`src/rtl/pipe_ctrl_pkg.sv`:
```
// rtl/pipe_ctrl_pkg.sv - shared stall-vector constants, FSM states and redirect defaults
package pipe_ctrl_pkg;

    localparam int STALL_PC  = 0;
    localparam int STALL_IF  = 1;
    localparam int STALL_ID  = 2;
    localparam int STALL_EX  = 3;
    localparam int STALL_MEM = 4;
    localparam int STALL_WB  = 5;

    // A stall at stage N also holds every stage upstream of it, so each vector is a low-bit mask.
    localparam logic [5:0] StallNone = 6'b000000;
    localparam logic [5:0] StallID   = (6'b1 << (STALL_ID + 1)) - 6'd1;
    localparam logic [5:0] StallEX   = (6'b1 << (STALL_EX + 1)) - 6'd1;
    localparam logic [5:0] StallMEM  = (6'b1 << (STALL_MEM + 1)) - 6'd1;
    localparam logic [5:0] StallAll  = (6'b1 << STALL_WB) | StallMEM;

    typedef enum logic [1:0] {
        RUN    = 2'd0,
        FREEZE = 2'd1,
        FLUSH  = 2'd2
    } pipe_state_e;

    localparam logic [31:0] EXC_VECTOR_DEF = 32'h0000_0020;
    localparam logic [31:0] ERET_CODE_DEF  = 32'h0000_000e;
    localparam logic [31:0] ZERO32         = 32'h0000_0000;

    function automatic logic [5:0] stall_encode(input logic exc, input logic mem,
                                                input logic ex, input logic id);
        if (exc)      return StallAll;
        else if (mem) return StallMEM;
        else if (ex)  return StallEX;
        else if (id)  return StallID;
        else          return StallNone;
    endfunction

endpackage

```
`src/rtl/pipe_ctrl_watchdog.sv`:
```
// rtl/pipe_ctrl_watchdog.sv - stall-run watchdog with sticky timeout and saturating stall counter
import pipe_ctrl_pkg::*;

module stall_watchdog #(
    parameter int STALL_TIMEOUT = 1024
) (
    input  logic        clk,
    input  logic        rst,
    input  logic        stall_active,
    input  logic        in_run,
    output logic        stall_timeout,
    output logic [31:0] stall_cycles
);

    localparam int WD_W = $clog2(STALL_TIMEOUT + 1);
    localparam logic [WD_W-1:0] WD_MAX = WD_W'(STALL_TIMEOUT);

    logic [WD_W-1:0] wd_cnt;

    always_ff @(posedge clk or negedge rst) begin
        if (!rst) begin
            wd_cnt        <= '0;
            stall_timeout <= 1'b0;
            stall_cycles  <= ZERO32;
        end else begin
            if (stall_active && in_run) begin
                if (wd_cnt != WD_MAX)
                    wd_cnt <= wd_cnt + 1'b1;
                // Set on the edge where the run length becomes STALL_TIMEOUT.
                if (wd_cnt >= WD_MAX - 1'b1)
                    stall_timeout <= 1'b1;
            end else begin
                wd_cnt <= '0;
            end
            if (stall_active && stall_cycles != 32'hFFFF_FFFF)
                stall_cycles <= stall_cycles + 32'd1;
        end
    end

endmodule

```
`src/rtl/pipe_ctrl.sv`:
```
// rtl/pipe_ctrl.sv - pipeline stall arbiter and exception freeze/flush sequencer
import pipe_ctrl_pkg::*;

module pipe_ctrl #(
    parameter int          FLUSH_CYCLES  = 1,
    parameter logic [31:0] EXC_VECTOR    = EXC_VECTOR_DEF,
    parameter logic [31:0] ERET_CODE     = ERET_CODE_DEF,
    parameter int          STALL_TIMEOUT = 1024
) (
    input  logic        clk,
    input  logic        rst,
    input  logic        stallreq_id,
    input  logic        stallreq_ex,
    input  logic        stallreq_mem,
    input  logic [31:0] excepttype_i,
    input  logic [31:0] cp0_epc_i,
    output logic [5:0]  stall,
    output logic        flush,
    output logic [31:0] new_pc,
    output logic        stall_timeout,
    output logic [31:0] stall_cycles
);

    localparam logic [3:0] FLUSH_LOAD = 4'(FLUSH_CYCLES);

    pipe_state_e state;
    logic [3:0]  flush_cnt;
    logic        exc_valid;

    assign exc_valid = (excepttype_i != ZERO32);

    always_comb begin
        stall = StallNone;
        if (rst) begin
            case (state)
                RUN:     stall = stall_encode(exc_valid, stallreq_mem, stallreq_ex, stallreq_id);
                FREEZE:  stall = StallAll;
                default: stall = StallNone;
            endcase
        end
    end

    always_ff @(posedge clk or negedge rst) begin
        if (!rst) begin
            state     <= RUN;
            flush     <= 1'b0;
            new_pc    <= ZERO32;
            flush_cnt <= 4'd0;
        end else begin
            case (state)
                RUN: begin
                    if (exc_valid) begin
                        state  <= FREEZE;
                        new_pc <= (excepttype_i == ERET_CODE) ? cp0_epc_i : EXC_VECTOR;
                    end
                end
                FREEZE: begin
                    state     <= FLUSH;
                    flush     <= 1'b1;
                    flush_cnt <= FLUSH_LOAD;
                end
                FLUSH: begin
                    if (flush_cnt == 4'd1) begin
                        state     <= RUN;
                        flush     <= 1'b0;
                        flush_cnt <= 4'd0;
                    end else begin
                        flush_cnt <= flush_cnt - 4'd1;
                    end
                end
                default: begin
                    state <= RUN;
                    flush <= 1'b0;
                end
            endcase
        end
    end

    stall_watchdog #(
        .STALL_TIMEOUT (STALL_TIMEOUT)
    ) u_watchdog (
        .clk           (clk),
        .rst           (rst),
        .stall_active  (stall != StallNone),
        .in_run        (state == RUN),
        .stall_timeout (stall_timeout),
        .stall_cycles  (stall_cycles)
    );

endmodule

```
`config.mk`:
```
export PLATFORM = sky130hd
export DESIGN_NAME = pipe_ctrl
export DESIGN_NICKNAME = d
export VERILOG_FILES = /design/src/rtl/pipe_ctrl_pkg.sv /design/src/rtl/pipe_ctrl_watchdog.sv /design/src/rtl/pipe_ctrl.sv
export SDC_FILE = /design/constraint.sdc
export NUM_CORES = 1
export LEC_CHECK = 0
export CAP_MARGIN = 20
export CELL_PAD_IN_SITES_DETAIL_PLACEMENT = 0
export CELL_PAD_IN_SITES_GLOBAL_PLACEMENT = 1
export CORE_MARGIN = 4
export CORE_UTILIZATION = 34
export CTS_CLUSTER_SIZE = 12
export DETAILED_ROUTE_END_ITERATION = 10
export GPL_ROUTABILITY_DRIVEN = 1
export PLACE_DENSITY_LB_ADDON = 0.1
export SLEW_MARGIN = 20
export SYNTH_ARGS = -nofsm -noshare
export SYNTH_HDL_FRONTEND = slang
export SYNTH_SLANG_ARGS = --single-unit
```
`constraint.sdc`:
```
create_clock -name clk -period 3.5 [get_ports clk]
set_clock_uncertainty 0.1 [all_clocks]
set_input_delay 0.875 -clock clk [delete_from_list [all_inputs] [get_ports clk]]
set_output_delay 0.875 -clock clk [all_outputs]
set_load 0.005 [all_outputs]
```
## Word-level counts from Yosys, hierarchy flattened

Cells that the tools add are included.

- Register bits: 83
- Input port bits: 69
- Output and inout bits: 72
- Logic and storage cells: 47

- Add/sub/neg operators: 3
- Magnitude comparators: 1
- Eq/ne operators: 9
- Multiplexer cells: 16
- Bitwise operators: 1
- Reduce and logical (&&, ||, !) cells: 10

Operators by type and width:

| cell | number |
|---|---|
| 32-bit by 1-bit adder with 32-bit output, second input constant | 1 |
| 32-bit by 4-bit equality test with 1-bit output, second input constant | 1 |
| 32-bit two-way mux | 1 |
| 32-bit inequality test, second input constant | 1 |
| 32-bit nonzero test | 1 |
| 11-bit two-way mux | 2 |
| 6-bit two-way mux | 2 |
| 6-bit case mux with 2 select lines | 1 |
| 11-bit by 1-bit adder with 11-bit output, second input constant | 1 |
| 11-bit by 10-bit greater-or-equal comparator with 1-bit output, second input constant | 1 |
| 11-bit inequality test, second input constant | 1 |
| 4-bit two-way mux | 2 |
| 4-bit case mux with 2 select lines | 1 |
| 2-bit AND reduction | 4 |
| 2-bit inequality test, second input constant | 3 |
| 2-bit case mux with 3 select lines | 1 |
| 6-bit nonzero test | 1 |
| 5-bit two-way mux | 1 |
| 4-bit by 1-bit equality test with 1-bit output, second input constant | 1 |
| 2-bit two-way mux | 2 |
| 4-bit by 1-bit subtractor with 4-bit output, second input constant | 1 |
| 3-bit two-way mux | 1 |
| 1-bit case mux with 3 select lines | 1 |
| 2-bit by 1-bit equality test with 1-bit output, second input constant | 1 |
| other kinds (6) | 7 |

## Logic depth before layout (Yosys ltp)

Gate-level depths: netlist of run 1.

- Word-level depth: 9
- Mapped depth: 8

## By module

A second synthesis of run 1 with hierarchy kept.

- Cell total of the unflattened synthesis: 349
- Area, all modules: 3976.3 µm²

By module, submodules not included:

| module | times used | cells an instance | area each (µm²) | sequential area each (µm²) |
|---|---|---|---|---|
| stall_watchdog | 1 | 209 | 2175.8 | 1101.1 |
| pipe_ctrl | 1 | 140 | 1800.5 | 975.9 |

## Worst setup path before layout of run 1

No wires, ideal clock.

- Kind: input -> output
- From: in excepttype_i[0]
- To: out stall[5]
- Arrival: 2176 ps
- Slack: 349 ps
- Stages on the path: 7
- Buffers on the path: 1
- Path through: nor4_1 > nand4_1 > nor2_1 > inv_1 > o21ai_1 > clkbuf_1 > a21boi_0

- Cells in the longest elaborated chain, start to end: 4

Ends and longest elaborated chain:

| element | line | text |
|---|---|---|
| start, declared | pipe_ctrl.sv:15 | `input logic [31:0] excepttype_i,` |
| 32-bit nonzero test | pipe_ctrl.sv:30 | `assign exc_valid = (excepttype_i != ZERO32);` |
| 6-bit two-way mux | pipe_ctrl_pkg.sv:30 | `if (exc) return StallAll;` |
| 6-bit case mux with 2 select lines | pipe_ctrl.sv:35 | `case (state)` |
| 6-bit two-way mux | pipe_ctrl.sv:34 | `if (rst) begin` |
| end, declared | pipe_ctrl.sv:17 | `output logic [5:0] stall,` |

No other way between the ends.

## Final worst setup path of run 1

- From: in excepttype_i[21]
- To: out stall[3]

Same word-level chain as after synthesis.

==> reports/qor.txt, run 1 <==
Outcome: finished clean
Crit path arrival time: 2460 ps
Asr flop ratio synth: 100.0%
Critical path fanouts, max: 5
Final std cell area, no fill: 5653 um2
Main synth FF type: dfrtp_1
Net Count, Synth: 411
Die Span Y: 113.4 um
Remaining antenna violation count after routing: 0
Min Tclk post-route: 3435 ps
Initial DRC count: 85
Most frequent cells in the layout: clkdlybuf4s50_1, dfrtp_1, xnor2_1
Worst IR Drop VDD: 0.2761 mV
Worst-path clk slew: 80 ps
Mux contribution to synthesized area: 1.160%
Root buf cell: clkbuf_8
TritonCTS clock tree: yes
Overall routed net length: 9.694 mm
Yosys reg bits: 83
Synth Area in Simple Gates: 18.37%
Port-buffer cells: 140
Layout cell share with drive strength beyond 1: 9.919%
Measured slew at the worst slew-check pin: 748.8 ps
Post-place instance area: 5399 um2
Synthesized-area fraction occupied by xor and xnor cells: 9.284%
Setup TNS: 0 ps
Core Area: 10,840 um2
Adder-Cell Fraction of Synth Area: 2.653%
Main combinational cell family by area after synthesis: simple AND/OR/NAND/NOR gates
Syn avg cell area: 11.30 um2
Hold slack: 391.9 ps
First-pass GRT wire length: 16.01 mm
DRT Pass-1 Iters: 4
Hold crit path type: reg2reg
Starting Density: 34.81%
Via/cell ratio: 4.931
Post-DR wirelength/cell: 15.29 um
Worst slew margin: 50.08%
Fin crit share: 98.15%
Io pins: 141
Pre-CTS setup slack: -258.0 ps
Tot Pwr: 2.039 mW
Final Wtd Congestion: 0.7569
Nets: 566
Number of unique standard cell types used by synthesis: 43
Worst Path Required: 2520 ps
Warnings from Yosys: 0
CTS Hold Buffers Added: 0
DP Wirelength: 6.995 mm
H-tree lvl count: 3
EDFF count, synth: 0
Initial antenna violation count: 0
WS Path Type: in2out
Cell Area, Synth: 3774 um2
Most common cell after layout, fill and taps aside: clkdlybuf4s50_1
Leakage power: 2.365 nW
Grt total ovfl: 0
Clock buffer depth: 2
Total GRT Usage: 15.58%
Fin. Hold Viols: 0
Die Wd: 113.4 um
Die ar.: 12,850 um2
CTS Buf Count: 9
Pwr/cell area: 360.7 nW/um2
Seq/Total Area, Yosys: 55.04%
Post-synthesis compound-gate area fraction: 10.58%
DRC violations left: 0
Max cap viols: 0
CTS Sinks: 83
Unrepaired setup endpoints after global routing: false
Ant diodes: 0
Final setup violation count: 0
Worst skew pair latency: 350 ps
Via count: 3,126
Cell count after synthesis: 334
Vias in the first global route: 3,145
Fmax: 291.1 MHz
CP endpoint kind: output pin
Max-slew violation count: 0
Synthesis-to-layout area growth: 49.80%
Num rows: 38
Setup slack after layout: 64.75 ps
Largest net degree at the start of global routing: 84
CP startpoint kind: input pin
## kinds of logic (layout without fill, tap and decap cells)
family | Yosys count | count (layout)
compound gates | 51 | 51
fa+ha+maj | 8 | 8
mux | 4 | 4
simple gates | 125 | 125
xor+xnor | 40 | 40
buf+inv | 23 | 183
flops | 83 | 83
## power breakdown
group | internal [mW] | switching [mW] | leakage [nW]
Sequential | 0.991 | 0.0437 | 1.15
Clock | 0.389 | 0.347 | 0.102
Combinational | 0.171 | 0.0973 | 1.12
Total | 1.55 | 0.488 | 2.36
## through the flow
stage	utilization, %	instances
floorplan	-	334
detailed placement	49.80	616
global placement	49.80	616
CTS	51.84	632
global route	52.15	634
finish	52.15	634
## critical path, stage by stage
cell and delay [ps]:
clkdlybuf4s50_1 400, nor4_1 270, nand4_1 230, nor3_2 200
buf_4 160, a21oi_1 90, clkdlybuf4s15_1 230
## routing by layer
metal  up-vias  global-route usage [%]  part of all wire [%]
met5         -                       0                     0
met4         0                   6.971                   1.9
met3        13                   4.225                   6.5
met2       102                   22.59                    44
met1      1503                   21.75                    48
li1       1508                       -                     -
## state kept, by name, indices dropped and copies added, names as in the netlist
register and count:
flush 1, flush_cnt 4, new_pc 32, state 2, u_watchdog.stall_cycles 32, u_watchdog.stall_timeout 1, u_watchdog.wd_cnt 11
## timing repair
action / 4_1_cts / 5_1_grt
buffers inserted: 0 / 2
endpoints found under the setup margin: 6 / 6
resized for setup: 9 / 10
pin swaps: 2 / 4
## layout make-up
cell class	count	area, um2
Inverter	12	45.04
Timing Repair Buffer	155	1523
Clock buffer	13	168.9
Tap cell	140	175.2
Fill cell	1000	5187
Multi-Input combinational cell	228	1619
Clock inverter	3	45.04
Sequential cell	83	2077
## path summary, 6_finish.rpt
path / startpoint / endpoint / slack [ps] / depth (start not counted)
max: excepttype_i[21] / stall[3] / 60 / 7
min: u_watchdog.stall_timeout / u_watchdog.stall_timeout / 390 / 1
max reg2reg: u_watchdog.stall_cycles[2] / u_watchdog.stall_cycles[22] / 1190 / 7
min reg2reg: u_watchdog.stall_timeout / u_watchdog.stall_timeout / 390 / 1
max in group asynchronous: rst / flush / 2190 / 2
min in group asynchronous: rst / u_watchdog.wd_cnt[7] / 610 / 2
## Yosys cell counts (2+ instances only)
library cell / n / share of area (%)
buf_4: 2 / 0.40
inv_1: 12 / 1.2
clkbuf_1: 6 / 0.60
nand3_1: 18 / 2.4
o21ai_0: 6 / 0.80
nor3_1: 8 / 1.1
and3_1: 7 / 1.2
mux2_2: 3 / 0.90
nor4_1: 10 / 1.7
nand2_1: 18 / 1.8
ha_1: 8 / 2.7
a21oi_1: 7 / 0.93
a22o_1: 31 / 7.2
nand4_1: 20 / 3.3
dfrtp_1: 83 / 55
and4_1: 2 / 0.46
nor2_1: 28 / 2.8
xor2_1: 8 / 1.9
buf_6: 2 / 0.60
xnor2_1: 32 / 7.4
Note: power is estimated with default switching activity, not from simulation.
==> run 2, diff against run 1 <==
--- a/config.mk
+++ b/config.mk
@@ -13,7 +13,7 @@
 export CTS_CLUSTER_SIZE = 12
 export DETAILED_ROUTE_END_ITERATION = 10
 export GPL_ROUTABILITY_DRIVEN = 1
-export PLACE_DENSITY_LB_ADDON = 0.1
+export PLACE_DENSITY = 0.8
 export SLEW_MARGIN = 20
 export SYNTH_ARGS = -nofsm -noshare
 export SYNTH_HDL_FRONTEND = slang
==> run 2 against run 1 <==
  * Final cell count up 0.32%
  * Largest cell class unchanged
  * Highest routed layer unchanged
  * Non-clock buffer count up 4
  * Power down 3.6%
  * Wire length up 5.9%
  * Via count up 1.5%
==> reports/qor.txt, run 2 (synthesis gave the netlist of run 1 again) <==
Biggest registers after layout: new_pc: 32 flops, u_watchdog.stall_cycles: 32 flops, u_watchdog.wd_cnt: 11 flops
Io pins: 141 (unchanged)
TritonCTS clock tree: yes
Cells after DPL: 619 (+0.49%)
Worst skew pair latency: 350 ps (about the same)
DRC violations left: 0 (unchanged)
DP Wirelength: 7.552 mm (+8.0%)
Most common cell after layout, fill and taps aside: clkdlybuf4s50_1
Core Area: 10,840 um2 (unchanged)
DRT Pass-1 Iters: 4 (unchanged)
Initial antenna violation count: 0 (unchanged)
Die ar.: 12,850 um2 (unchanged)
Post-DR wirelength/cell: 16.15 um (+5.6%)
CTS Buf Count: 9 (unchanged)
Max cap viols: 0 (unchanged)
Min Tclk post-route: 3367 ps (-68.70 ps)
Critical-path top delay cell: clkdlybuf4s50_1
Largest net degree at the start of global routing: 61 (-27%)
Worst Hold Path Cells: 1 (unchanged)
WS Path Type: in2out
FF-to-FF End: u_watchdog.stall_cycles[22]
Worst reg-to-reg path cell count: 8 (+1)
Sequential Area: 2077 um2 (unchanged)
Final setup violation count: 0 (unchanged)
Setup TNS: 0 ps (unchanged)
Measured slew at the worst slew-check pin: 761.2 ps (+12.43 ps)
Port-buffer cells: 140 (unchanged)
Post-place instance area: 5421 um2 (+0.42%)
R2R Path Start: state[1]
CP endpoint kind: output pin
Worst IR Drop VDD: 0.2508 mV (-9.2%)
Clock buffer depth: 2 (unchanged)
Worst-path clk slew: 70 ps (about the same)
Max-slew violation count: 0 (unchanged)
Fin crit share: 96.19% (-2.0 points)
Worst Path Required: 2520 ps (about the same)
Hold_sp: u_watchdog.stall_cycles[30]
Hold crit path type: reg2reg
Footprint of the multi-input gates: 1648 um2 (+1.8%)
First-pass GRT wire length: 16.73 mm (+4.4%)
Fin. Hold Viols: 0 (unchanged)
Pwr/cell area: 345.2 nW/um2 (-4.3%)
Most frequent cells in the layout: clkdlybuf4s50_1, dfrtp_1, xnor2_1
Die Wd: 113.4 um (unchanged)
CTS Hold Buffers Added: 0 (unchanged)
Ant diodes: 0 (unchanged)
Leakage power: 2.481 nW (+4.9%)
Hold slack: 399.0 ps (+7.036 ps)
Crit path cell chain: clkdlybuf4s50_1 > nor4_4 > nand4_1 > nor3_2 > buf_4 > buf_6 > a21oi_4 > buf_2
Outcome: finished clean
Worst reg2reg setup slack: 1170 ps (-20 ps)
Worst slew margin: 49.25% (-0.83 points)
Overall routed net length: 10.27 mm (+5.9%)
Slowest Stage Delay on Critical Path: 450 ps (+50 ps)
Critical path fanouts, max: 5 (unchanged)
Via count: 3,173 (+1.5%)
Via/cell ratio: 4.989 (+1.2%)
Synthesis-to-layout area growth: 50.86%
Num rows: 38 (unchanged)
Layout cell share with drive strength beyond 1: 11.49% (+1.6 points)
Worst Hold Endpoint: u_watchdog.stall_cycles[30]
Initial DRC count: 119 (+40%)
Tot Pwr: 1.965 mW (-3.6%)
Total GRT Usage: 16.49% (+0.91 points)
Crit path arrival time: 2390 ps (-70 ps)
CP startpoint kind: input pin
Die Span Y: 113.4 um (unchanged)
Root buf cell: clkbuf_8
Fill cell count: 998 (-0.20%)
Fmax: 297.0 MHz (+2.0%)
Vias in the first global route: 3,298 (+4.9%)
Remaining antenna violation count after routing: 0 (unchanged)
Layout Cells excl Fill: 636 (+0.32%)
H-tree lvl count: 3 (unchanged)
Grt total ovfl: 0 (unchanged)
Final Wtd Congestion: 0.8296 (+9.6%)
Starting Density: 34.81% (unchanged)
Final std cell area, no fill: 5693 um2 (+0.71%)
CTS Sinks: 83 (unchanged)
Nets: 570 (+0.71%)
run 2: cell types whose count changed in the layout (fill, tap and decap cells not counted), sizes merged:
cell / before / now
buf: 16 / 23
clkbuf: 14 / 12
clkdlybuf4s15: 5 / 2
clkdlybuf4s50: 133 / 122
clkinv: 0 / 2
clkinvlp: 2 / 0
dlymetal6s2s: 0 / 11
run 2: worst max path at each step:
stage / start / endpoint / slack (ps)
2_1_floorplan: excepttype_i[0] / stall[5] / 350
3_3_place_gp: excepttype_i[16] / stall[0] / -330
3_5_place_dp: excepttype_i[0] / stall[1] / -360
4_1_cts: excepttype_i[22] / stall[1] / -50
5_1_grt: excepttype_i[9] / stall[0] / -7
6_report: excepttype_i[18] / stall[0] / 130
run 2: cell type report:
cell class	count	share of cell area [%]
Clock buffer	11	2.484
Clock inverter	3	0.7033
Inverter	12	0.7912
Multi-Input combinational cell	228	28.95
Sequential cell	83	36.48
Tap cell	140	3.077
Timing Repair Buffer	159	27.52
run 2: critical path: cells and delay by family:
family                 cells  cell delay [ps]
and+or+nand+nor            3              610
AOI/OAI and AO/OA          1               50
buffers and inverters      4              870
run 2: where the power goes:
group | switching (mW) | internal (mW)
Sequential | 0.0447 | 0.991
Combinational | 0.0987 | 0.169
Clock | 0.322 | 0.339
run 2: through the flow:
step / utilization (%) / setup WS, ps
after CTS: 51.94 / -52.30
final: 52.52 / 133.4
after floorplan: - / 349.3
after detailed placement: 50.01 / -363.3
after global routing: 52.52 / -6.741
after global placement: 50.01 / -330.0
run 2: repair_timing:
item / 4_1_cts / 5_1_grt
gates cloned: 0 / 0
pin swaps: 7 / 9
gates resized for setup: 22 / 20
buffers inserted: 3 / 0
endpoints found under the setup margin: 6 / 6
endpoints found under the hold margin: 0 / 0
run 2: metal layers:
metal  GRT usage [%]  up-vias  wire, um
met5               0        -         0
met4           8.494        0       296
met3           3.369       18       414
met2           26.58      100      4978
met1           20.97     1538      4580
li1                -     1517         -
